### src/rtl/uart_pkg.sv
// Shared types and ASCII helpers for the hex printer.
// UART_HEX_PRINTER_PREFIX_EN adds the "0x" prefix states.
package uart_pkg;

  typedef enum logic [2:0] {
    IDLE  = 3'd0,
`ifdef UART_HEX_PRINTER_PREFIX_EN
    PFX0  = 3'd1,
    PFX1  = 3'd2,
`endif
    DIGIT = 3'd3,
    TERM0 = 3'd4,
    TERM1 = 3'd5
  } state_t;

  localparam logic [7:0] ASCII_CR    = 8'h0D;
  localparam logic [7:0] ASCII_LF    = 8'h0A;
  localparam logic [7:0] ASCII_SPACE = 8'h20;
  localparam logic [7:0] ASCII_ZERO  = 8'h30;
  localparam logic [7:0] ASCII_X     = 8'h78;

  function automatic logic [7:0] nibble_to_ascii(
    input logic [3:0] nibble,
    input logic       uppercase
  );
    logic [7:0] n;
    n = {4'd0, nibble};
    if (nibble < 4'd10) return ASCII_ZERO + n;
    return (uppercase ? 8'h41 : 8'h61) + n - 8'd10;
  endfunction

endpackage

### src/rtl/uart_hex_printer.sv
// Prints binary words as ASCII hex plus terminator on a byte stream.
// Define UART_HEX_PRINTER_PREFIX_EN to precede every word with "0x".
module uart_hex_printer
  import uart_pkg::*;
#(
  parameter int WORD_BYTES = 4,
  parameter int UPPERCASE  = 1,
  parameter int NEWLINE    = 1
) (
  input  logic                    clk,
  input  logic                    rst,
  input  logic [8*WORD_BYTES-1:0] word_in_data,
  input  logic                    word_in_valid,
  output logic                    word_in_ready,
  output logic [7:0]              byte_out_data,
  output logic                    byte_out_valid,
  input  logic                    byte_out_ready
);

  localparam int W  = 8 * WORD_BYTES;
  localparam int ND = 2 * WORD_BYTES;
  localparam int CW = $clog2(ND) + 1;
  localparam logic [CW-1:0] LAST = CW'(ND - 1);
  localparam logic UPPER = (UPPERCASE != 0);
  localparam logic NL    = (NEWLINE != 0);
  localparam logic [7:0] T0 = NL ? ASCII_CR : ASCII_SPACE;

  state_t        state;
  logic [W-1:0]  shreg;
  logic [W-1:0]  shnext;
  logic [CW-1:0] cnt;
  logic          take;
  logic          adv;

  assign word_in_ready = (state == IDLE) && !rst;
  assign take   = word_in_valid && word_in_ready;
  assign adv    = byte_out_valid && byte_out_ready;
  assign shnext = shreg << 4;

  // The next character is registered on the same edge that moves state.
  always_ff @(posedge clk or posedge rst) begin
    if (rst) begin
      state          <= IDLE;
      shreg          <= '0;
      cnt            <= '0;
      byte_out_data  <= 8'h00;
      byte_out_valid <= 1'b0;
    end else begin
      unique case (state)
        IDLE: if (take) begin
          shreg          <= word_in_data;
          cnt            <= '0;
          byte_out_valid <= 1'b1;
`ifdef UART_HEX_PRINTER_PREFIX_EN
          state          <= PFX0;
          byte_out_data  <= ASCII_ZERO;
`else
          state          <= DIGIT;
          byte_out_data  <=
            nibble_to_ascii(word_in_data[W-1 -: 4], UPPER);
`endif
        end
`ifdef UART_HEX_PRINTER_PREFIX_EN
        PFX0: if (adv) begin
          state         <= PFX1;
          byte_out_data <= ASCII_X;
        end
        PFX1: if (adv) begin
          state         <= DIGIT;
          byte_out_data <= nibble_to_ascii(shreg[W-1 -: 4], UPPER);
        end
`endif
        DIGIT: if (adv) begin
          shreg <= shnext;
          cnt   <= cnt + 1'b1;
          if (cnt == LAST) begin
            state         <= TERM0;
            byte_out_data <= T0;
          end else begin
            byte_out_data <= nibble_to_ascii(shnext[W-1 -: 4], UPPER);
          end
        end
        TERM0: if (adv) begin
          if (NL) begin
            state         <= TERM1;
            byte_out_data <= ASCII_LF;
          end else begin
            state          <= IDLE;
            byte_out_valid <= 1'b0;
          end
        end
        TERM1: if (adv) begin
          state          <= IDLE;
          byte_out_valid <= 1'b0;
        end
        default: begin
          state          <= IDLE;
          byte_out_valid <= 1'b0;
        end
      endcase
    end
  end

endmodule

### config.mk
export PLATFORM = sky130hd
export DESIGN_NAME = uart_hex_printer
export DESIGN_NICKNAME = d
export VERILOG_FILES = /design/src/rtl/uart_pkg.sv /design/src/rtl/uart_hex_printer.sv
export SDC_FILE = /design/constraint.sdc
export NUM_CORES = 1
export LEC_CHECK = 0
export CAP_MARGIN = 5
export CORE_ASPECT_RATIO = 0.7
export CORE_MARGIN = 4
export CORE_UTILIZATION = 30
export CTS_CLUSTER_DIAMETER = 150
export DETAILED_ROUTE_END_ITERATION = 8
export PLACE_DENSITY = 0.53
export SLEW_MARGIN = 20
export SYNTH_ARGS = -nofsm -noshare
export SYNTH_HDL_FRONTEND = slang
export SYNTH_SLANG_ARGS = --single-unit
### constraint.sdc
create_clock -name clk -period 1.9 [get_ports clk]
set_clock_uncertainty 0.2 [all_clocks]
set_input_delay 0.38 -clock clk [delete_from_list [all_inputs] [get_ports clk]]
set_output_delay 0.38 -clock clk [all_outputs]
set_load 0.01 [all_outputs]
==> metrics.cfg <==
[worst_setup_path]
worstSetupStartpointType = register
worstPathBufferInverterCount = 1
regToRegSetupSlack_ns = 0.03
max_stage_delay_ns = 0.40
timing.critical_path.required_ns = 1.32
critical_path.slowest_cell = sky130_fd_sc_hd__or3_4
timing.critical_path.to_type = output pin
timing.reg2reg.worst_path_depth = 6
criticalPathCategory = reg -> out
worst-path-max-fanout = 2
path_cells = or3_4 > nor2_2 > buf_2
crit_arrival_ns = 1.29
crit_family = simple AND/OR/NAND/NOR gates
cp_depth = 3

[clock_tree]
cts_htree_levels = 2
cts-root-to-sink-buffers = 2
path_clk_slew_ns = 0.09
clock_root_buffer = sky130_fd_sc_hd__clkbuf_8
clock_latency_ns = 0.30
clock_sink_count = 43
hold_buffer_count_at_cts = 0
cts_tree = yes
cts_made_buffers = 5

[finish]
layout_net_count = 337
layout.cells.most_common = sky130_fd_sc_hd__clkdlybuf4s50_1
final_cell_count_without_fillers = 393
layout.cells.most_common_list = sky130_fd_sc_hd__clkdlybuf4s50_1, sky130_fd_sc_hd__dfrtp_1, sky130_fd_sc_hd__inv_1, sky130_fd_sc_hd__a21oi_1
layout.cell_area.non_filler_um2 = 3120
multiInputGateArea_um2 = 967
fillerInstances = 672
inserted_diodes = 0
area_growth_syn_to_layout_pct = 43.4
drive_above_1_share = 0.221
register_area_um2 = 1080

[routing]
drcViolationCount = 0
drt-total-wl_um = 5790
drt_first_iter_violations = 75
detailroute.via_count = 1945
residual_antenna_violating_net_count_after_detailed_routing = 0
routed_wire_length_per_instance_um = 14.7
routed_vias_inst = 4.95
drtPass1Iterations = 4

[timing]
worst_hold_slack_ns = 0.319
max_freq_mhz = 535
rsz_0062_raised_after_global_routing = yes
min_period_ns = 1.87
setup-violations-final = 0
post-route-period-util = 0.984
report.final.slew_viol_count = 0
report.final.hold_viol_count = 0
setup_total_negative_slack_ns = 0

[global_routing]
gr-total-overflow = 0
antenna_found_initial = 0
grt_pass1_vias = 1899
grt_max_degree = 44
first_pass_grt_wire_length_um = 9310
globalRouteTotalUtil = 0.136

[synthesis]
instance_count_of_the_mapped_netlist = 225
synth_top_flop_cell = sky130_fd_sc_hd__dfrtp_1
synth_seq_area_share = 0.495
synth_area_um2 = 2180
synthDistinctLibCells = 45
yosys_warnings = 0
postSynthRegisterBits = 43
synth.avg_cell_area_um2 = 9.67
synth.net_count = 264
number_of_synthesized_flops_with_an_enable_pin = 0
postSynth.asyncResetShare = 1.00

[power]
power.density_nw_per_um2 = 1270
switching_power_uw = 1430
static-leakage-power_uw = 0.00142
clock_network_power_share = 0.150
combinationalPowerShare = 0.459
internal_power_uw = 2520
irDropWorstVdd_mv = 0.520
sw_frac_of_total = 0.363
power.total_uw = 3950
seq_power_share = 0.391

[floorplan]
area_of_the_die_um2 = 8700
start_util = 0.316
core_region_area_um2 = 6880
die_height_um = 79.3
die_w_um = 110
boundaryPins = 46
placementRows = 25

[placed_design]
final_wtd_congestion = 0.815
detailedPlacementHpwl_um = 4020
placed_cell_area_um2 = 2900
placedCellCount = 378
port_buffers = 44

[min_path]
hold_path_depth = 2
timing.hold.worst.class = reg -> reg

[run]
drv_cap = 0

[outcome]
run_status = finished clean

[worst reg2reg max path: stages, from the launching register on]
cell and delay [ns]:
sky130_fd_sc_hd__dfrtp_1 0.41, sky130_fd_sc_hd__buf_6 0.14, sky130_fd_sc_hd__and3b_2 0.27, sky130_fd_sc_hd__a21oi_4 0.08, sky130_fd_sc_hd__or2_4 0.30, sky130_fd_sc_hd__buf_12 0.16
sky130_fd_sc_hd__a22o_1 0.21
[stage by stage]
step / setup WS [ns] / utilization
detailed placement: -0.334 / 0.421
global route: -0.0344 / 0.453
CTS: 0.00466 / 0.435
floorplan: 0.0583 / -
finish: 0.0310 / 0.453
global placement: -0.344 / 0.421
[metal layers]
| layer | global-route usage | part of all wire |
|---|---|---|
| met5 | 0 | 0 |
| met4 | 0.0299 | 0.0078 |
| met3 | 0.0317 | 0.055 |
| met2 | 0.194 | 0.42 |
| met1 | 0.206 | 0.51 |
[sequential cells by signal, indices dropped and copies added, names as in the netlist]
| signal | flops |
|---|---|
| shreg | 28 |
| byte_out_valid | 1 |
| cnt | 4 |
| byte_out_data | 7 |
| state | 3 |
[power groups by stage]
stage | Sequential, uW | Combinational (uW) | Clock, uW
final | 1550 | 1810 | 592
after global routing | 1610 | 2000 | 649
after CTS | 1550 | 1620 | 609
after detailed placement | 1560 | 1590 | 0
after global placement | 1560 | 1580 | 0
after floorplan | 1540 | 929 | 0
[logic make-up after synthesis]
| family | after synthesis | synth area share |
|---|---|---|
| AOI/OAI and AO/OA | 93 | 0.269 |
| DFF | 43 | 0.495 |
| buffers and inverters | 44 | 0.0874 |
| other | 1 | 0.00172 |
| muxes | 4 | 0.0207 |
| and+or+nand+nor | 35 | 0.101 |
| adders and majority gates | 3 | 0.0173 |
| xor gates and xnor gates | 2 | 0.00805 |
[area by class of cell]
cell class / count / share of cell area
sequential: 43 / 0.345
timing repair buffer: 79 / 0.241
multi-input combinational: 138 / 0.310
inverter: 31 / 0.0373
clock buffer: 5 / 0.0221
clock inverter: 3 / 0.00642
tap: 94 / 0.0377
[final timing paths]
path	start	to
max	state[0]	word_in_ready
min	shreg[23]	shreg[23]
max reg2reg	state[2]	shreg[3]
min reg2reg	shreg[23]	shreg[23]
max in group asynchronous	rst	shreg[23]
min in group asynchronous	rst	state[2]
[synthesized netlist by cell type (all sizes together) (4+ instances only)]
master | number | area share
a22o | 5 | 0.020
mux2 | 4 | 0.021
buf | 9 | 0.027
nand3 | 4 | 0.0092
inv | 31 | 0.053
clkbuf | 4 | 0.0069
nand2 | 9 | 0.016
o21ai | 7 | 0.016
dfrtp | 43 | 0.49
nor2 | 5 | 0.012
o22ai | 27 | 0.078
a21oi | 34 | 0.082
[timing repair]
action / CTS / global route
endpoints found under the setup margin: 6 / 39
gates cloned: 0 / 3
pin swaps: 1 / 8
setup buffers: 1 / 4
resized for setup: 6 / 20
Power figures use the tool's default switching activity.
